[src/rtl/ea_sequencer_pkg.sv]
// Shared definitions for the effective-address sequencer: opcodes, FSM
// states and the operand-select enumerations used by decode.
package ea_sequencer_pkg;

  localparam logic [3:0] OP_BR   = 4'b0000;
  localparam logic [3:0] OP_ADD  = 4'b0001;
  localparam logic [3:0] OP_LD   = 4'b0010;
  localparam logic [3:0] OP_ST   = 4'b0011;
  localparam logic [3:0] OP_JSR  = 4'b0100;
  localparam logic [3:0] OP_AND  = 4'b0101;
  localparam logic [3:0] OP_LDR  = 4'b0110;
  localparam logic [3:0] OP_STR  = 4'b0111;
  localparam logic [3:0] OP_RTI  = 4'b1000;
  localparam logic [3:0] OP_NOT  = 4'b1001;
  localparam logic [3:0] OP_LDI  = 4'b1010;
  localparam logic [3:0] OP_STI  = 4'b1011;
  localparam logic [3:0] OP_JMP  = 4'b1100;
  localparam logic [3:0] OP_RSV  = 4'b1101;
  localparam logic [3:0] OP_LEA  = 4'b1110;
  localparam logic [3:0] OP_TRAP = 4'b1111;

  typedef enum logic [1:0] {
    S_IDLE = 2'd0,
    S_CALC = 2'd1,
    S_IND  = 2'd2,
    S_DONE = 2'd3
  } state_e;

  typedef enum logic [2:0] {
    SEL_NONE  = 3'd0,
    SEL_OFF6  = 3'd1,
    SEL_OFF9  = 3'd2,
    SEL_OFF11 = 3'd3,
    SEL_TRAP8 = 3'd4
  } off_sel_e;

  // Which register supplies the base term of the address sum.
  typedef enum logic [1:0] {
    BASE_ZERO = 2'd0,
    BASE_PC   = 2'd1,
    BASE_REG  = 2'd2
  } base_sel_e;

endpackage

[src/rtl/ea_sequencer_if.sv]
// Request/response and indirect-read signals of the EA sequencer.
// slave: the sequencer side; master: the requester/memory side.
interface ea_sequencer_if #(parameter int WIDTH = 16);
  logic             start;
  logic [WIDTH-1:0] ir;
  logic [WIDTH-1:0] pc;
  logic [WIDTH-1:0] base;
  logic             busy;
  logic             done;
  logic [WIDTH-1:0] ea;
  logic             illegal;
  logic             mem_req;
  logic [WIDTH-1:0] mem_addr;
  logic [WIDTH-1:0] mem_rdata;
  logic             mem_ready;

  modport slave (
    input  start, ir, pc, base, mem_rdata, mem_ready,
    output busy, done, ea, illegal, mem_req, mem_addr
  );

  modport master (
    output start, ir, pc, base, mem_rdata, mem_ready,
    input  busy, done, ea, illegal, mem_req, mem_addr
  );
endinterface

[src/rtl/ea_sequencer_offset_ext.sv]
// Offset term of the EA sum: extends the selected immediate field of ir
// to WIDTH bits. Signed fields are sign-extended, the trap vector is
// zero-extended so vectors 0x80-0xFF stay in the low page.
module offset_ext
  import ea_sequencer_pkg::*;
#(
  parameter int WIDTH = 16
) (
  input  logic [WIDTH-1:0] ir_i,
  input  off_sel_e         sel_i,
  output logic [WIDTH-1:0] off_o
);

  // Upper instruction bits never feed an offset field.
  logic unused_ir_hi;
  assign unused_ir_hi = ^ir_i[WIDTH-1:11];

  // Select and extend the immediate field.
  always_comb begin
    off_o = '0;
    unique case (sel_i)
      SEL_OFF6:  off_o = {{(WIDTH-6){ir_i[5]}},   ir_i[5:0]};
      SEL_OFF9:  off_o = {{(WIDTH-9){ir_i[8]}},   ir_i[8:0]};
      SEL_OFF11: off_o = {{(WIDTH-11){ir_i[10]}}, ir_i[10:0]};
      SEL_TRAP8: off_o = {{(WIDTH-8){1'b0}},      ir_i[7:0]};
      default:   off_o = '0;
    endcase
  end

endmodule

[src/rtl/ea_sequencer.sv]
// Effective-address sequencer. Captures an instruction with its PC and
// base register on start, computes the EA in one cycle, and for
// indirect opcodes performs one memory read whose data becomes the EA.
//
// state  | meaning
// IDLE   | waiting for start; only state that accepts a request
// CALC   | decode captured ir and form base + offset
// IND    | indirect read outstanding (mem_req high) until mem_ready
// DONE   | one-cycle done pulse; ea/illegal valid
module ea_sequencer
  import ea_sequencer_pkg::*;
#(
  parameter int WIDTH = 16
) (
  input logic          clk,
  input logic          rst,
  ea_sequencer_if.slave bus
);

  state_e           state_q, state_d;
  logic [WIDTH-1:0] ir_q, pc_q, base_q;
  logic [WIDTH-1:0] ea_q, mem_addr_q;
  logic             illegal_q;

  base_sel_e        dec_base_sel;
  off_sel_e         dec_off_sel;
  logic             dec_indirect;
  logic             dec_illegal;
  logic [WIDTH-1:0] base_term;
  logic [WIDTH-1:0] off_term;
  logic [WIDTH-1:0] calc_ea;
  logic [3:0]       opcode;

  assign opcode = ir_q[15:12];

  // Opcode decode into base select, offset select and routing flags.
  always_comb begin
    dec_base_sel = BASE_ZERO;
    dec_off_sel  = SEL_NONE;
    dec_indirect = 1'b0;
    dec_illegal  = 1'b0;
    unique case (opcode)
      OP_BR, OP_LD, OP_ST, OP_LEA: begin
        dec_base_sel = BASE_PC;
        dec_off_sel  = SEL_OFF9;
      end
      OP_LDI, OP_STI: begin
        dec_base_sel = BASE_PC;
        dec_off_sel  = SEL_OFF9;
        dec_indirect = 1'b1;
      end
      OP_LDR, OP_STR: begin
        dec_base_sel = BASE_REG;
        dec_off_sel  = SEL_OFF6;
      end
      OP_JSR: begin
        if (ir_q[11]) begin
          dec_base_sel = BASE_PC;
          dec_off_sel  = SEL_OFF11;
        end else begin
          dec_base_sel = BASE_REG;
        end
      end
      OP_JMP: dec_base_sel = BASE_REG;
      OP_TRAP: begin
        dec_off_sel  = SEL_TRAP8;
        dec_indirect = 1'b1;
      end
      default: dec_illegal = 1'b1;
    endcase
  end

  // Base term mux.
  always_comb begin
    base_term = '0;
    unique case (dec_base_sel)
      BASE_PC:  base_term = pc_q;
      BASE_REG: base_term = base_q;
      default:  base_term = '0;
    endcase
  end

  offset_ext #(.WIDTH(WIDTH)) u_offset_ext (
    .ir_i  (ir_q),
    .sel_i (dec_off_sel),
    .off_o (off_term)
  );

  // Carry out of the top bit is intentionally dropped (address wrap).
  assign calc_ea = base_term + off_term;

  // State register.
  always_ff @(posedge clk or posedge rst) begin
    if (rst) state_q <= S_IDLE;
    else     state_q <= state_d;
  end

  // Next-state logic.
  always_comb begin
    state_d = state_q;
    unique case (state_q)
      S_IDLE: if (bus.start) state_d = S_CALC;
      S_CALC: state_d = (dec_indirect && !dec_illegal) ? S_IND : S_DONE;
      S_IND:  if (bus.mem_ready) state_d = S_DONE;
      S_DONE: state_d = S_IDLE;
      default: state_d = S_IDLE;
    endcase
  end

  // Operand capture on an accepted start.
  always_ff @(posedge clk or posedge rst) begin
    if (rst) begin
      ir_q   <= '0;
      pc_q   <= '0;
      base_q <= '0;
    end else if (state_q == S_IDLE && bus.start) begin
      ir_q   <= bus.ir;
      pc_q   <= bus.pc;
      base_q <= bus.base;
    end
  end

  // Result registers: ea/illegal change only on entry to DONE, so they
  // hold between done pulses; mem_addr is loaded on entry to IND.
  always_ff @(posedge clk or posedge rst) begin
    if (rst) begin
      ea_q       <= '0;
      mem_addr_q <= '0;
      illegal_q  <= 1'b0;
    end else begin
      if (state_q == S_CALC) begin
        if (dec_illegal) begin
          ea_q      <= '0;
          illegal_q <= 1'b1;
        end else if (dec_indirect) begin
          mem_addr_q <= calc_ea;
        end else begin
          ea_q      <= calc_ea;
          illegal_q <= 1'b0;
        end
      end else if (state_q == S_IND && bus.mem_ready) begin
        ea_q      <= bus.mem_rdata;
        illegal_q <= 1'b0;
      end
    end
  end

  // Status outputs decode straight from state so reset clears them at once.
  assign bus.busy     = (state_q != S_IDLE);
  assign bus.done     = (state_q == S_DONE);
  assign bus.mem_req  = (state_q == S_IND);
  assign bus.ea       = ea_q;
  assign bus.illegal  = illegal_q;
  assign bus.mem_addr = mem_addr_q;

endmodule

[src/flat_wrapper.sv]
// flat-port wrapper written by rule: the top's interface ports become plain ports
module ea_sequencer_flat import ea_sequencer_pkg::*;
#(
  parameter int WIDTH = 16
)
  (clk, rst, bus_start, bus_ir, bus_pc, bus_base, bus_mem_rdata, bus_mem_ready, bus_busy, bus_done, bus_ea, bus_illegal, bus_mem_req, bus_mem_addr);
  ea_sequencer_if #(.WIDTH(WIDTH)) bus_i ();
  input logic clk;
  input logic rst;
  input wire logic [$bits(bus_i.start)-1:0] bus_start;
  input wire logic [$bits(bus_i.ir)-1:0] bus_ir;
  input wire logic [$bits(bus_i.pc)-1:0] bus_pc;
  input wire logic [$bits(bus_i.base)-1:0] bus_base;
  input wire logic [$bits(bus_i.mem_rdata)-1:0] bus_mem_rdata;
  input wire logic [$bits(bus_i.mem_ready)-1:0] bus_mem_ready;
  output wire logic [$bits(bus_i.busy)-1:0] bus_busy;
  output wire logic [$bits(bus_i.done)-1:0] bus_done;
  output wire logic [$bits(bus_i.ea)-1:0] bus_ea;
  output wire logic [$bits(bus_i.illegal)-1:0] bus_illegal;
  output wire logic [$bits(bus_i.mem_req)-1:0] bus_mem_req;
  output wire logic [$bits(bus_i.mem_addr)-1:0] bus_mem_addr;
  assign bus_i.start = bus_start;
  assign bus_i.ir = bus_ir;
  assign bus_i.pc = bus_pc;
  assign bus_i.base = bus_base;
  assign bus_i.mem_rdata = bus_mem_rdata;
  assign bus_i.mem_ready = bus_mem_ready;
  assign bus_busy = bus_i.busy;
  assign bus_done = bus_i.done;
  assign bus_ea = bus_i.ea;
  assign bus_illegal = bus_i.illegal;
  assign bus_mem_req = bus_i.mem_req;
  assign bus_mem_addr = bus_i.mem_addr;
  ea_sequencer #(.WIDTH(WIDTH)) u_core (.clk(clk), .rst(rst), .bus(bus_i));
endmodule
[config.mk]
export PLATFORM = sky130hd
export DESIGN_NAME = ea_sequencer_flat
export DESIGN_NICKNAME = d
export VERILOG_FILES = /design/src/rtl/ea_sequencer_pkg.sv /design/src/rtl/ea_sequencer_if.sv /design/src/rtl/ea_sequencer_offset_ext.sv /design/src/rtl/ea_sequencer.sv /design/src/flat_wrapper.sv
export SDC_FILE = /design/constraint.sdc
export NUM_CORES = 1
export LEC_CHECK = 0
export ABC_AREA = 1
export BUFFER_PORTS_ARGS = -buffer_cell sky130_fd_sc_hd__buf_2
export CORE_ASPECT_RATIO = 1.2
export CORE_MARGIN = 2
export CORE_UTILIZATION = 40
export CTS_CLUSTER_DIAMETER = 60
export DETAILED_ROUTE_END_ITERATION = 7
export GPL_ROUTABILITY_DRIVEN = 0
export PLACE_DENSITY = 0.64
export SLEW_MARGIN = 20
export SYNTH_ARGS = -nofsm -noshare
export SYNTH_HDL_FRONTEND = slang
export SYNTH_SLANG_ARGS = --single-unit
[constraint.sdc]
create_clock -name clk -period 3.5 [get_ports clk]
set_clock_uncertainty 0.15 [all_clocks]
set_input_delay 0.7 -clock clk [delete_from_list [all_inputs] [get_ports clk]]
set_output_delay 0.7 -clock clk [all_outputs]
set_load 0.01 [all_outputs]
==> summary.md <==
| Metric | Value |
|---|---|
| Area taken by multi-input logic gates | `2340 sq um` |
| DR WL/cell | `13.5 microns` |
| Via-to-Cell Ratio | `4.86` |
| Max capacitance violation total | `0` |
| Detailed-route DRC error count | `0` |
| Final setup violation count | `0` |
| Syn avg cell area | `8.36 sq um` |
| FF-to-FF setup slack | `about 0.28 ns` |
| Area of the die | `~13000 sq um` |
| Worst hold margin | `0.331 ns` |
| Clock edge transition at the registers on the reported setup and hold paths | `0.06 ns` |
| DIE WIDTH | `between 100 and 150 microns` |
| Clock tree root driver cell | `clkbuf_16` |
| Global-route track usage on met3 | `3.64%` |
| Final setup margin | `0.283 ns` |
| Pin slew with the least headroom to its limit | `0.963 ns` |
| Wire length of the first global-routing pass | `18500 microns` |
| Die height | `123 microns` |
| WHS Path Cells | `2` |
| Total CTS buffers | `9` |
| Layout-stage area growth over the synthesis result | `19.8%` |
| Slew margin rel. | `35.6%` |
| Remaining Overflow, GRT | `0` |
| Max Buffers Root-to-Sink | `2` |
| Final hold violation count | `0` |
| Cell Rows | `43` |
| Number of port buffers | `103` |
| Crit Path Category | `flip-flop to flip-flop` |
| Area of the mapped netlist | `between 4000 and 5000 sq um` |
| Proportion of synthesized flip-flops having asynchronous set or reset | `100%` |
| Slew Limit Fails | `0` |
| Sink of the worst hold path | `u_core.bus.mem_addr[0]` |
| Fraction of the mapped netlist area in simple logic gates | `between 20% and 30%` |
| Share of cell area taken by muxes after synthesis | `7.89%` |
| DR pass1 iterations | `4` |
| Clock sink count | `between 80 and 90` |
| Vias after detailed routing | `4007` |
| Final HPWL from detailed placement | `8840 microns` |
| Critical Path AT | `3.33 ns` |
| Category of the worst setup path launch point | `flip-flop` |
| Number of instances in the synthesized netlist | `563` |
| Post-layout nets | `756` |
| Cell count after placement | `811` |
| Antenna violations before repair | `0` |
| TritonCTS clock tree | `done` |
| Main synth FF type | `dfrtp_1` |
| Maximum ir drop on the vdd rail | `0.420 mV` |
| Register area share after synthesis | `44.1%` |
| Number of placed I/O pins | `104` |
| Via count of the first global-routing pass | `about 4000` |
| Fraction of final layout cells sized beyond drive strength 1 | `28.4%` |
| Total area of sequential cells | `2080 sq um` |
| Period minus WS final | `3.22 ns` |
| Worst Reg-to-Reg Cells | `17` |
| Hold-fix buffer count after cts | `0` |
| Count of inserted antenna diode cells | `0` |
| Peak clock frequency supported by timing | `311 MHz` |
| Worst r2r dst | `u_core.bus.ea[14]` |
| Final std cells w/o fill | `825` |
| Class of the most critical hold timing path | `flip-flop to flip-flop` |
| Total wire length | `11100 microns` |
| Cell type with the largest total area after synthesis | `dfrtp_1` |
| Effective utilization at floorplan | `40.9%` |
| M1 GR Usage | `24.7%` |
| Worst path required time | `3.61 ns` |
| Leakage power figure | `just under 3 nW` |
| Synth warnings | `0` |
| Critical Path Fanout Max | `9` |
| Combinational family with the most area after synthesis | `simple AND/OR/NAND/NOR gates` |
| Core Region | `11500 sq um` |
| P per Cell Area | `between 1000 and 1500 nW/um^2` |
| Filler instances | `~1200` |
| Count of cell types in the netlist | `37` |
| DRT iter0 DRCs | `128` |
| Routing usage on met2 | `about 31%` |
| Share of synthesized cell area in full adder, half adder and majority cells | `6.27%` |
| Synth top area share | `44.1%` |
| Clock latency of the later-clocked register in the worst-skew pair | `0.34 ns` |
| Source of the worst register-to-register timing path | `u_core.ir_q[15]` |
| Net count after synthesis | `654` |
| Status | `finished, final reports clean` |
| Post-synth EDFFs | `0` |
| Setup Slack @ Placement | `~0.14 ns` |
| Total number of H-tree levels | `3` |
| Final ANT Viol Nets | `0` |
| Layer carrying the most global-route usage | `met2` |
| Final clock period utilization by the worst path | `between 90% and 100%` |
| Flip-flop and latch count after synthesis | `83` |
| Share of the synthesized area in compound gates (AO/OA/AOI/OAI) | `11.3%` |
| Top cells by area, synth | `dfrtp_1 (44%), nand2_1 (11%), mux2_2 (7.9%)` |
| Hold Startpoint | `u_core.bus.mem_addr[0]` |
| Maximum number of pins on one net before global-route repair | `64` |
| Placed cell area | `around 5400 sq um` |
| All-Layer GR Usage | `a little under a fifth` |
| Total non-filler cell area in the finished layout | `5640 sq um` |
| XOR/XNOR share of the synthesized area | `0.930%` |
| Endpoint class of the critical path | `flip-flop` |
[metal layers]
layer / up-vias / share of wire (%)
li1: 2042 / -
met1: 1862 / 47
met2: 90 / 47
met3: 13 / 4.0
met4: 0 / 1.7
met5: - / 0
[timing repair]
action / 4_1_cts / 5_1_grt
buffers inserted: 0 / 0
setup endpoints to repair: 0 / 17
resized for setup: 0 / 9
hold endpoints to repair: 0 / 0
[worst max-delay path, cell delays in order, from the launching register on]
cell and delay [ns]:
dfrtp_1 0.44, inv_2 0.11, nand2_1 0.05, nor2_1 0.17
inv_1 0.08, nand2_1 0.10, ha_2 0.28, buf_4 0.18
nand2_1 0.06, a21oi_1 0.14, ha_1 0.31, a21oi_1 0.34
o21ai_0 0.18, a21oi_1 0.20, nand2_1 0.07, nand2_1 0.07
nand3_1 0.07, a21oi_1 0.13
[report_power, final]
group          total (mW)  switching [mW]  internal, mW
sequential           1.71           0.278          1.43
clock               0.818           0.351         0.467
combinational        3.33            2.05          1.28
total                5.86            2.68          3.18
[cell families (layout without fill, tap and decap cells)]
group	count (synthesis)	count (layout)
buffers and inverters	75	180
flip-flops	83	83
AO/OA/AOI/OAI	95	95
adder cells (fa/ha/maj)	23	23
AND/OR/NAND/NOR	249	249
multiplexers	33	33
XOR/XNOR	5	5
[final cells by class]
cell class	count	area share (%)
Clock inverter	4	0.355
Clock buffer	10	4.06
Sequential cell	83	36.8
Inverter	58	3.95
Timing Repair Buffer	108	9.87
Tap cell	157	3.48
Multi-Input combinational cell	405	41.4
[cell usage in the layout (no fill, tap or decap), drive strengths merged, types with 10 or more instances in the layout]
master and n:
nand2 148, a21oi 66, nand3 32, buf 108, nor2 53, ha 22
clkbuf 10, dfrtp 83, mux2 33, inv 58, o21ai 21
[sequential cells by signal, summed over array words and instances, names as in the netlist]
name,cells
u_core.base_q,16
u_core.bus.ea,16
u_core.bus.mem_addr,16
u_core.ir_q,16
u_core.pc_q,16
u_core.state_q,2
u_core.bus.illegal,1
[worst max-delay path by stage]
| stage | from | endpoint | slack, ns | cells past startpoint |
|---|---|---|---|---|
| floorplan | u_core.ir_q[14] | u_core.bus.ea[7] | 0.45 | 17 |
| global placement | u_core.ir_q[15] | u_core.bus.ea[14] | 0.26 | 20 |
| detailed placement | u_core.ir_q[15] | u_core.bus.ea[6] | 0.14 | 19 |
| CTS | u_core.ir_q[15] | u_core.bus.ea[6] | 0.12 | 19 |
| global route | u_core.ir_q[14] | u_core.bus.ea[8] | -0.00006 | 20 |
| finish | u_core.ir_q[15] | u_core.bus.ea[14] | 0.28 | 17 |
[synth_stat cells, types with 2 or more instances]
cell type and n:
nand2_1 144, dfrtp_1 83, a21oi_1 58, inv_1 53
nor2_1 45, mux2_2 33, nand3_1 32, ha_1 22
o21ai_0 19, a21oi_2 8, nand4_1 8, clkbuf_1 7
buf_2 6, nor2_2 6, buf_6 4, inv_2 4
nand2_2 4, xor2_1 3, and2_1 2, nand3b_1 2
o211ai_1 2, o21ai_1 2, xnor2_1 2
[per-stage QoR]
stage / power, mW / setup TNS, ns / util [%]
5_1_grt: 6.44 / -0.0000617 / 49.0
6_report: 5.86 / 0 / 49.0
3_3_place_gp: 4.90 / 0 / 46.6
3_5_place_dp: 4.98 / 0 / 46.6
4_1_cts: 5.82 / 0 / 48.7
2_1_floorplan: 4.12 / 0 / -
(Power assumes the default switching activity.)
